<file path="config.mk">
export PLATFORM = sky130hd
export DESIGN_NAME = neptune_freq_counter
export DESIGN_NICKNAME = d
export VERILOG_FILES = /design/src/rtl/neptune_pkg.sv /design/src/rtl/neptune_freq_counter.sv
export SDC_FILE = /design/constraint.sdc
export NUM_CORES = 1
export LEC_CHECK = 0
export CORE_MARGIN = 4
export CORE_UTILIZATION = 25
export DETAILED_ROUTE_END_ITERATION = 12
export PLACE_DENSITY = 0.43
export SETUP_SLACK_MARGIN = 0.15
export SYNTH_ARGS = -nofsm -noshare
export SYNTH_HDL_FRONTEND = slang
export SYNTH_SLANG_ARGS = --single-unit
export TNS_END_PERCENT = 10
</file>
<file path="constraint.sdc">
create_clock -name clk -period 2.6 [get_ports clk]
set_input_delay 0.26 -clock clk [delete_from_list [all_inputs] [get_ports clk]]
set_output_delay 0.26 -clock clk [all_outputs]
set_load 0.01 [all_outputs]
</file>
<file path="src/rtl/neptune_pkg.sv">
// Shared constants for the guitar-tuner tile: window lengths, note bands,
// note targets, display glyphs and proximity thresholds.
package neptune_pkg;

  localparam int WIN_W   = 12;
  localparam int FREQ_W  = 9;
  localparam int DELTA_W = FREQ_W + 1;
  localparam int SEG_W   = 7;

  // Window lengths in clock cycles; each equals one second at the nominal clock.
  localparam logic [WIN_W-1:0] WIN_LEN_1K  = 12'd1000;
  localparam logic [WIN_W-1:0] WIN_LEN_2K  = 12'd2000;
  localparam logic [WIN_W-1:0] WIN_LEN_4K  = 12'd4000;
  localparam logic [WIN_W-1:0] WIN_LEN_3K3 = 12'd3333;

  typedef enum logic [2:0] {
    NOTE_NONE,
    NOTE_E2,
    NOTE_A2,
    NOTE_D3,
    NOTE_G3,
    NOTE_B3,
    NOTE_E4
  } note_t;

  // Lower bound of each note band; E4_HI closes the last band.
  localparam logic [FREQ_W-1:0] E2_LO = 9'd60;
  localparam logic [FREQ_W-1:0] A2_LO = 9'd96;
  localparam logic [FREQ_W-1:0] D3_LO = 9'd128;
  localparam logic [FREQ_W-1:0] G3_LO = 9'd171;
  localparam logic [FREQ_W-1:0] B3_LO = 9'd221;
  localparam logic [FREQ_W-1:0] E4_LO = 9'd288;
  localparam logic [FREQ_W-1:0] E4_HI = 9'd400;

  localparam logic [FREQ_W-1:0] E2_TGT = 9'd82;
  localparam logic [FREQ_W-1:0] A2_TGT = 9'd110;
  localparam logic [FREQ_W-1:0] D3_TGT = 9'd147;
  localparam logic [FREQ_W-1:0] G3_TGT = 9'd196;
  localparam logic [FREQ_W-1:0] B3_TGT = 9'd247;
  localparam logic [FREQ_W-1:0] E4_TGT = 9'd330;

  // Segment order {g,f,e,d,c,b,a}, active-high.
  localparam logic [SEG_W-1:0] SEG_BLANK = 7'h00;
  localparam logic [SEG_W-1:0] SEG_E     = 7'h79;
  localparam logic [SEG_W-1:0] SEG_A     = 7'h77;
  localparam logic [SEG_W-1:0] SEG_D     = 7'h5E;
  localparam logic [SEG_W-1:0] SEG_G     = 7'h3D;
  localparam logic [SEG_W-1:0] SEG_B     = 7'h7C;

  localparam logic [SEG_W-1:0] PROX_FLAT_FAR   = 7'h30;
  localparam logic [SEG_W-1:0] PROX_FLAT_MID   = 7'h10;
  localparam logic [SEG_W-1:0] PROX_FLAT_NEAR  = 7'h08;
  localparam logic [SEG_W-1:0] PROX_IN_TUNE    = 7'h40;
  localparam logic [SEG_W-1:0] PROX_SHARP_NEAR = 7'h01;
  localparam logic [SEG_W-1:0] PROX_SHARP_MID  = 7'h04;
  localparam logic [SEG_W-1:0] PROX_SHARP_FAR  = 7'h06;

  // Upper (inclusive) delta of each proximity band, flat to sharp.
  localparam logic signed [DELTA_W-1:0] THR_FLAT_FAR   = -10'sd9;
  localparam logic signed [DELTA_W-1:0] THR_FLAT_MID   = -10'sd4;
  localparam logic signed [DELTA_W-1:0] THR_FLAT_NEAR  = -10'sd2;
  localparam logic signed [DELTA_W-1:0] THR_IN_TUNE    = 10'sd1;
  localparam logic signed [DELTA_W-1:0] THR_SHARP_NEAR = 10'sd3;
  localparam logic signed [DELTA_W-1:0] THR_SHARP_MID  = 10'sd8;

  function automatic logic [WIN_W-1:0] window_last(input logic [1:0] cfg);
    logic [WIN_W-1:0] len;
    case (cfg)
      2'b00:   len = WIN_LEN_1K;
      2'b01:   len = WIN_LEN_2K;
      2'b10:   len = WIN_LEN_4K;
      default: len = WIN_LEN_3K3;
    endcase
    return len - 12'd1;
  endfunction

endpackage

</file>
<file path="src/rtl/neptune_freq_counter.sv">
// Synchronises the external pulse, counts rising edges over a one-second
// window and latches the count, pulsing valid for one cycle after each window.
module neptune_freq_counter
  import neptune_pkg::*;
(
  input  logic              clk,
  input  logic              rst,
  input  logic [1:0]        clk_config,
  input  logic              input_pulse,
  output logic [FREQ_W-1:0] freq,
  output logic              valid
);

  logic              sync_p0;
  logic              sync_p1;
  logic              prev_p2;
  logic              rise;
  logic              win_end;
  logic [WIN_W-1:0]  win_cnt;
  logic [FREQ_W-1:0] edge_cnt;

  function automatic logic [FREQ_W-1:0] sat_inc(input logic [FREQ_W-1:0] v);
    return (v == {FREQ_W{1'b1}}) ? v : v + 9'd1;
  endfunction

  assign rise = sync_p1 & ~prev_p2;
  // Compare against the live config so a shortened window ends at once.
  assign win_end = (win_cnt >= window_last(clk_config));

  // Synchroniser and edge-detect stage
  always_ff @(posedge clk) begin
    if (rst) begin
      sync_p0 <= 1'b0;
      sync_p1 <= 1'b0;
      prev_p2 <= 1'b0;
    end else begin
      sync_p0 <= input_pulse;
      sync_p1 <= sync_p0;
      prev_p2 <= sync_p1;
    end
  end

  // Window / edge counting stage
  always_ff @(posedge clk) begin
    if (rst) begin
      win_cnt  <= '0;
      edge_cnt <= '0;
      freq     <= '0;
      valid    <= 1'b0;
    end else begin
      valid <= win_end;
      if (win_end) begin
        win_cnt  <= '0;
        freq     <= edge_cnt;
        // An edge landing on the closing cycle belongs to the next window.
        edge_cnt <= {{(FREQ_W-1){1'b0}}, rise};
      end else begin
        win_cnt <= win_cnt + 12'd1;
        if (rise) begin
          edge_cnt <= sat_inc(edge_cnt);
        end
      end
    end
  end

endmodule

</file>
== After elaboration in Yosys (flattened, before gate mapping) ==
Index checks and enable logic that the tools add are counted.

* Input port bits: 5
* Logic and storage cells: 28
* Register bits: 34

* Mux-type cells: 4
* Equality and inequality tests: 4
* Reductions and logical operators: 5
* Bitwise operators: 3
* $lt $le $gt $ge: 1
* $add $sub $neg: 3

{| class="wikitable"
|+ Operators with widths
! kind !! number
|-
| $pmux W12 S3 || 1
|-
| $add A12 B1 Y12 const B || 1
|-
| $ge A12 B12 Y1 || 1
|-
| $sub A12 B1 Y12 const B || 1
|-
| $add A9 B1 Y9 const B || 1
|-
| $eq A9 B9 Y1 const B || 1
|-
| $reduce_and A2 Y1 || 2
|-
| $mux W1 || 3
|-
| $eq A2 B1 Y1 const B || 1
|-
| $eq A2 B2 Y1 const B || 1
|-
| $logic_not A2 Y1 || 1
|-
| $ne A2 B2 Y1 const B || 1
|-
| $not A1 Y1 || 2
|-
| $reduce_bool A2 Y1 || 1
|-
| $reduce_or A2 Y1 || 1
|-
| $and A1 B1 Y1 || 1
|}

== Logic depth before layout (Yosys ltp) ==
Gate-level depths: netlist (run 1).

* Depth after elaboration: 6
* Depth in mapped cells: 10
* Depth with buffers taken out: 9

== Worst setup path after synthesis (run 1) ==
OpenSTA, ideal clock, no wires.

* Path type: in2reg
* Start: input port clk_config[0]
* End: register edge_cnt[0]
* Cell stages on the path: 9
* Path slack: 0.700 ns
* Arrival: 1.829 ns
* Library setup time: 0.070 ns
* Cell sequence: inv_1 -> ha_1 -> inv_1 -> ha_1 -> o211ai_1 -> a21oi_1 -> o21a_1 -> or4b_1 -> a21oi_1

* Word-level cells in the longest chain between the ends: 6
* Elaborated cells on any way between the ends: 10
* Those cells by class: add/sub: 1; order compare: 1; eq/ne: 3; mux: 2; reduce/logical: 3

{| class="wikitable"
|+ RTL lines
! item !! RTL line !! source
|-
| start: declaration || neptune_freq_counter.sv:8 || <nowiki>input logic [1:0] clk_config,</nowiki>
|-
| $eq A2 B2 Y1 (tied with other cells) || neptune_pkg.sv:68 || <nowiki>case (cfg)</nowiki>
|-
| $pmux W12 S3 (*) || neptune_pkg.sv:68 ||
|-
| $sub A12 B1 Y12 (*) || neptune_pkg.sv:74 || <nowiki>return len - 12'd1;</nowiki>
|-
| $ge A12 B12 Y1 (*) || neptune_freq_counter.sv:28 || <nowiki>assign win_end = (win_cnt >= window_last(clk_config));</nowiki>
|-
| $ne A2 B2 Y1 (no line) / $reduce_bool A2 Y1 (equally long branches) || -- ||
|-
| $reduce_and A2 Y1 (no line) || -- ||
|-
| end signal: assignment || neptune_freq_counter.sv:56 || <nowiki>edge_cnt <= {{(FREQ_W-1){1'b0}}, rise};</nowiki>
|-
| end signal: assignment || neptune_freq_counter.sv:60 || <nowiki>edge_cnt <= sat_inc(edge_cnt);</nowiki>
|-
| end: declaration || neptune_freq_counter.sv:20 || <nowiki>logic [FREQ_W-1:0] edge_cnt;</nowiki>
|}

Mark *: on every way between the ends. The rest lies on a longest branch, timed or not.
A chain may end at the register's enable or synchronous reset.

== Final worst setup path (run 1) ==
Ends and elaborated chain as after synthesis.

==> results of run 1 <==
-- registers in the layout, summed over array words and instances (netlist names) --
register,count
edge_cnt,9
freq,9
sync_p0,1
prev_p2,1
win_cnt,12
valid,1
sync_p1,1
-- area by class of cell --
cell class	instances	area (um2)	share of cell area (%)
inverters	9	33.8	1.60
repair buffers	26	255	12.1
clock inverters	2	12.5	0.594
multi-input cells	142	945	44.9
flip-flops and latches	34	681	32.3
well taps	77	96.3	4.58
clock buffers	6	82.6	3.92
-- cells in the mapped netlist (all sizes together) --
cell type	number
conb	1
xnor2	5
buf	4
nor2	29
nor3	1
nor2b	3
o211ai	1
and3	2
a41o	1
nand4	8
or4b	1
dfxtp	34
nor3b	1
o21a	3
inv	9
or3	1
a21o	1
clkbuf	2
nand3	11
nand2	11
ha	20
o21ai	12
a21oi	15
and2	1
o311ai	1
mux2i	2
xor2	11
-- final timing paths --
| kind | from | slack [ns] | cells past startpoint | to |
|---|---|---|---|---|
| min | sync_p0 | 0.44 | 1 | sync_p1 |
| min reg2reg | sync_p0 | 0.44 | 1 | sync_p1 |
| max | clk_config[0] | 0.30 | 9 | edge_cnt[0] |
| max reg2reg | edge_cnt[0] | 0.57 | 9 | edge_cnt[5] |
-- per-stage QoR --
stage          std cells  utilization, %  setup TNS [ns]  setup WS, ns
2_1_floorplan        191               -               0         0.700
3_3_place_gp         288            31.2          -0.550       -0.0453
3_5_place_dp         288            31.2        -0.00794      -0.00751
4_1_cts              296            32.7               0         0.280
5_1_grt              296            32.8               0         0.168
6_report             296            32.8               0         0.302
-- cells by family (layout without fill, tap and decap cells) --
family,count (synthesis),after routing,share of synthesized area (%)
XOR/XNOR,16,16,8.36
AO/OA/AOI/OAI,34,34,11.6
buffers and inverters,15,43,3.58
other,1,1,0.224
adder cells (fa/ha/maj),20,20,14.9
multiplexers,2,2,1.19
flip-flops,34,34,40.6
AND/OR/NAND/NOR,69,69,19.5
-- critical path, cell delays in order --
cell	delay, ns
clkdlybuf4s50_1	0.51
inv_1	0.10
ha_1	0.23
ha_1	0.32
a21o_1	0.18
a21oi_2	0.17
o21ai_2	0.09
or4b_1	0.50
a21oi_1	0.15
-- per-layer routing --
layer  global-route usage [%]  vias up  share of wire, %
li1                         -      704                 -
met1                     12.5      583                52
met2                     14.5       15                44
met3                     2.75        6               2.4
met4                     4.21        0               1.4
met5                        0        -                 0
-- power breakdown --
part | internal (mW) | switching, mW
logic | 0.0325 | 0.0335
clock network | 0.213 | 0.196
registers | 0.528 | 0.00800
==> flow_summary.json, run 1 <==
{
  "htree_levels": 2,
  "rsz0062_at_grt": "false",
  "yosysTopAreaCellShare_pct": 40.6,
  "grt_max_degree": 16,
  "gp_congestion": 0.690,
  "wl_per_cell_um": 11.8,
  "drv_cap": 0,
  "max_freq_ghz": 0.435,
  "cp.required_ns": 2.82,
  "viasPerCell": 4.42,
  "syn_avg_cell_area_um2": 8.78,
  "power_leakage_nw": 0.846,
  "cts_buffer_depth": 2,
  "mostFrequentLayoutCell": "dfxtp_1",
  "syn-cell-area_um2": 1680,
  "clock_sinks": 34,
  "ys_top_cells_by_area": "dfxtp_1 (41%), ha_1 (15%), nor2_1 (6.5%), xor2_1 (5.7%), a21oi_1 (4.2%)",
  "diodes": 0,
  "endpoint_kind": "register",
  "yosys.area.top_type": "dfxtp_1",
  "overflow": 0,
  "synth_nets": 216,
  "vias": 1308,
  "port_buffers": 14,
  "area_delta_synth_final_pct": 25.6,
  "drtPass1Iterations": 4,
  "cts_root_buf": "clkbuf_8",
  "fin_skew_ns": 0.00597,
  "cts_setup_buffers": 0,
  "grt_pass1_wl_mm": 6.18,
  "cts_buffers": 5,
  "drt_wl_total_mm": 3.49,
  "cts-resized-gates": 0,
  "route.detailed.drc": 0,
  "stdcell_area_um2": 2110,
  "track_usage_pct": 9.52,
  "hold_path.class": "reg -> reg",
  "clk_pin_slew_ns": 0.07,
  "setup_violations": 0,
  "hold_buffers": 0,
  "synth_cell_types": 30,
  "placed_cell_area_um2": 2000,
  "power-per-cell-area_nw_per_um2": 480,
  "drive_gt1_share_pct": 11.0,
  "dpl.hpwl_mm": 2.57,
  "drv_slew": 0,
  "hold_viol_final": 0,
  "status": "complete, no violations",
  "rows": 29,
  "yosys_warnings": 0,
  "ios": 15,
  "dieArea_um2": 8080,
  "crit_type": "in -> reg",
  "crit_arrival_ns": 2.51,
  "drt_iter0_drc": 59,
  "syn_inst": 191,
  "initial_core_util_pct": 26.1,
  "start_kind": "primary input",
  "dieWidth_um": 89.9,
  "finalCritPeriodShare_pct": 88.4,
  "ys_ff_latch": 34,
  "finalNetCount": 243,
  "min_period_ns": 2.30,
  "hold-worst-slack_ns": 0.443,
  "fill_cells": 677,
  "cts_tree": "built",
  "cp_max_fo": 4,
  "antenna_found_initial": 0,
  "core_um2": 6420,
  "die_y_um": 89.9,
  "final_cell_mix": "dfxtp_1 (34), nor2_1 (29), ha_1 (20)",
  "power_mw": 1.01,
  "grt_pass1_vias": 1320,
  "ant_nets": 0,
  "insertion_delay_ns": 0.28,
  "yosysSeqAreaShare_pct": 40.6,
  "vdd_drop_max_v": 0.000203
}
Note: power is estimated with default switching activity, not from simulation.
==> run 2: changes to the inputs <==
- CTS_CLUSTER_DIAMETER: default -> 120
- PLACE_DENSITY: 0.43 -> default
- PLACE_DENSITY_LB_ADDON: default -> 0.05
- REMOVE_ABC_BUFFERS: default -> 1
==> flow_summary.json, run 2 (same netlist as run 1, synthesis figures left out) <==
{
  "power-per-cell-area_nw_per_um2": 475,
  "endpoint_kind": "register",
  "track_usage_pct": 9.93,
  "top_register": "win_cnt",
  "initial_core_util_pct": 26.1,
  "drtPass1Iterations": 4,
  "stdcell_area_um2": 2090,
  "largest_reg_flops": 12,
  "ant_nets": 0,
  "cts_root_buf": "clkbuf_8",
  "area_delta_synth_final_pct": 24.8,
  "core_um2": 6420,
  "min_period_ns": 2.35,
  "clk_pin_slew_ns": 0.07,
  "start_kind": "primary input",
  "overflow": 0,
  "mostFrequentLayoutCell": "dfxtp_1",
  "drv_cap": 0,
  "reg_top3": "win_cnt (12), edge_cnt (9), freq (9)",
  "crit_arrival_ns": 2.57,
  "status": "complete, no violations",
  "power_leakage_nw": 0.840,
  "dpl.hpwl_mm": 2.95,
  "hold_path.class": "reg -> reg",
  "drive_gt1_share_pct": 11.0,
  "finalNetCount": 243,
  "rows": 29,
  "htree_levels": 2,
  "cp.required_ns": 2.81,
  "power_mw": 0.994,
  "crit_type": "in -> reg",
  "finalCritPeriodShare_pct": 90.5,
  "cts_buffer_depth": 2,
  "setup_slack_ns": 0.246,
  "setup_violations": 0,
  "cts_setup_buffers": 0,
  "hold_viol_final": 0,
  "fin_skew_ns": 0.00614,
  "grt_pass1_vias": 1313,
  "route.detailed.drc": 0,
  "cp_max_fo": 6,
  "dieArea_um2": 8080,
  "viasPerCell": 4.53,
  "wl_per_cell_um": 12.9,
  "placed_cell_area_um2": 1990,
  "ff2ff_setup_slack_ns": 0.52,
  "rsz0062_at_grt": "true",
  "dpl.cell_count": 288,
  "vias": 1342,
  "fill_cells": 686,
  "drt_iter0_drc": 53,
  "tns_ns": 0,
  "insertion_delay_ns": 0.28,
  "cts_tree": "built",
  "pre_cts_slack_ns": -0.128,
  "instances_no_fill": 296,
  "cts_buffers": 5,
  "grt_pass1_wl_mm": 6.49,
  "clock_sinks": 34,
  "dieWidth_um": 89.9,
  "ios": 15,
  "drv_slew": 0,
  "gp_congestion": 0.740,
  "diodes": 0,
  "final_util_pct": 32.6,
  "hold-worst-slack_ns": 0.453,
  "antenna_found_initial": 0,
  "grt_max_degree": 15,
  "max_freq_ghz": 0.425,
  "die_y_um": 89.9,
  "vdd_drop_max_v": 0.000173,
  "drt_wl_total_mm": 3.82,
  "port_buffers": 14,
  "final_cell_mix": "dfxtp_1 (34), nor2_1 (29), ha_1 (19)"
}
## run 2: cell type report
| class | instances | area, um2 | share of cell area [%] |
|---|---|---|---|
| clock buffers | 7 | 86.3 | 4.13 |
| clock inverters | 1 | 5.00 | 0.239 |
| repair buffers | 26 | 243 | 11.6 |
| flip-flops and latches | 34 | 681 | 32.5 |
| multi-input cells | 142 | 947 | 45.3 |
| well taps | 77 | 96.3 | 4.61 |
| inverters | 9 | 33.8 | 1.61 |
## run 2: worst paths after layout
kind / from / to / cells past startpoint
worst min-delay path: sync_p0 / sync_p1 / 1
worst max-delay path: clk_config[0] / win_cnt[11] / 11
worst max register to register: edge_cnt[0] / edge_cnt[7] / 9
worst min register to register: sync_p0 / sync_p1 / 1
## run 2: power by group
group	switching (mW)	internal [mW]	leakage, nW
registers	0.00859	0.528	0.275
logic	0.0346	0.0311	0.517
clock network	0.179	0.213	0.0482
total	0.222	0.772	0.840
## run 2: per-layer routing
layer | vias to the layer above | routed length (um) | GRT usage, %
met1 | 621 | 2060 | 14.1
met5 | - | 0 | 0
met3 | 2 | 129 | 2.75
met2 | 18 | 1610 | 14.4
li1 | 701 | - | -
met4 | 0 | 24 | 3.44
## run 2: timing repair
| item | 4_1_cts | 5_1_grt |
|---|---|---|
| hold buffers | 0 | 0 |
| gates resized for setup | 0 | 3 |
| endpoints found under the setup margin | 0 | 30 |
## run 2: worst max-delay path: stages
cell and delay (ns):
clkdlybuf4s50_1 0.52, inv_1 0.11, ha_1 0.23, o21ai_0 0.17
ha_1 0.25, nand2_1 0.10, o21a_1 0.17, o21ai_2 0.10
or3_1 0.38, buf_4 0.18, nor2_1 0.10
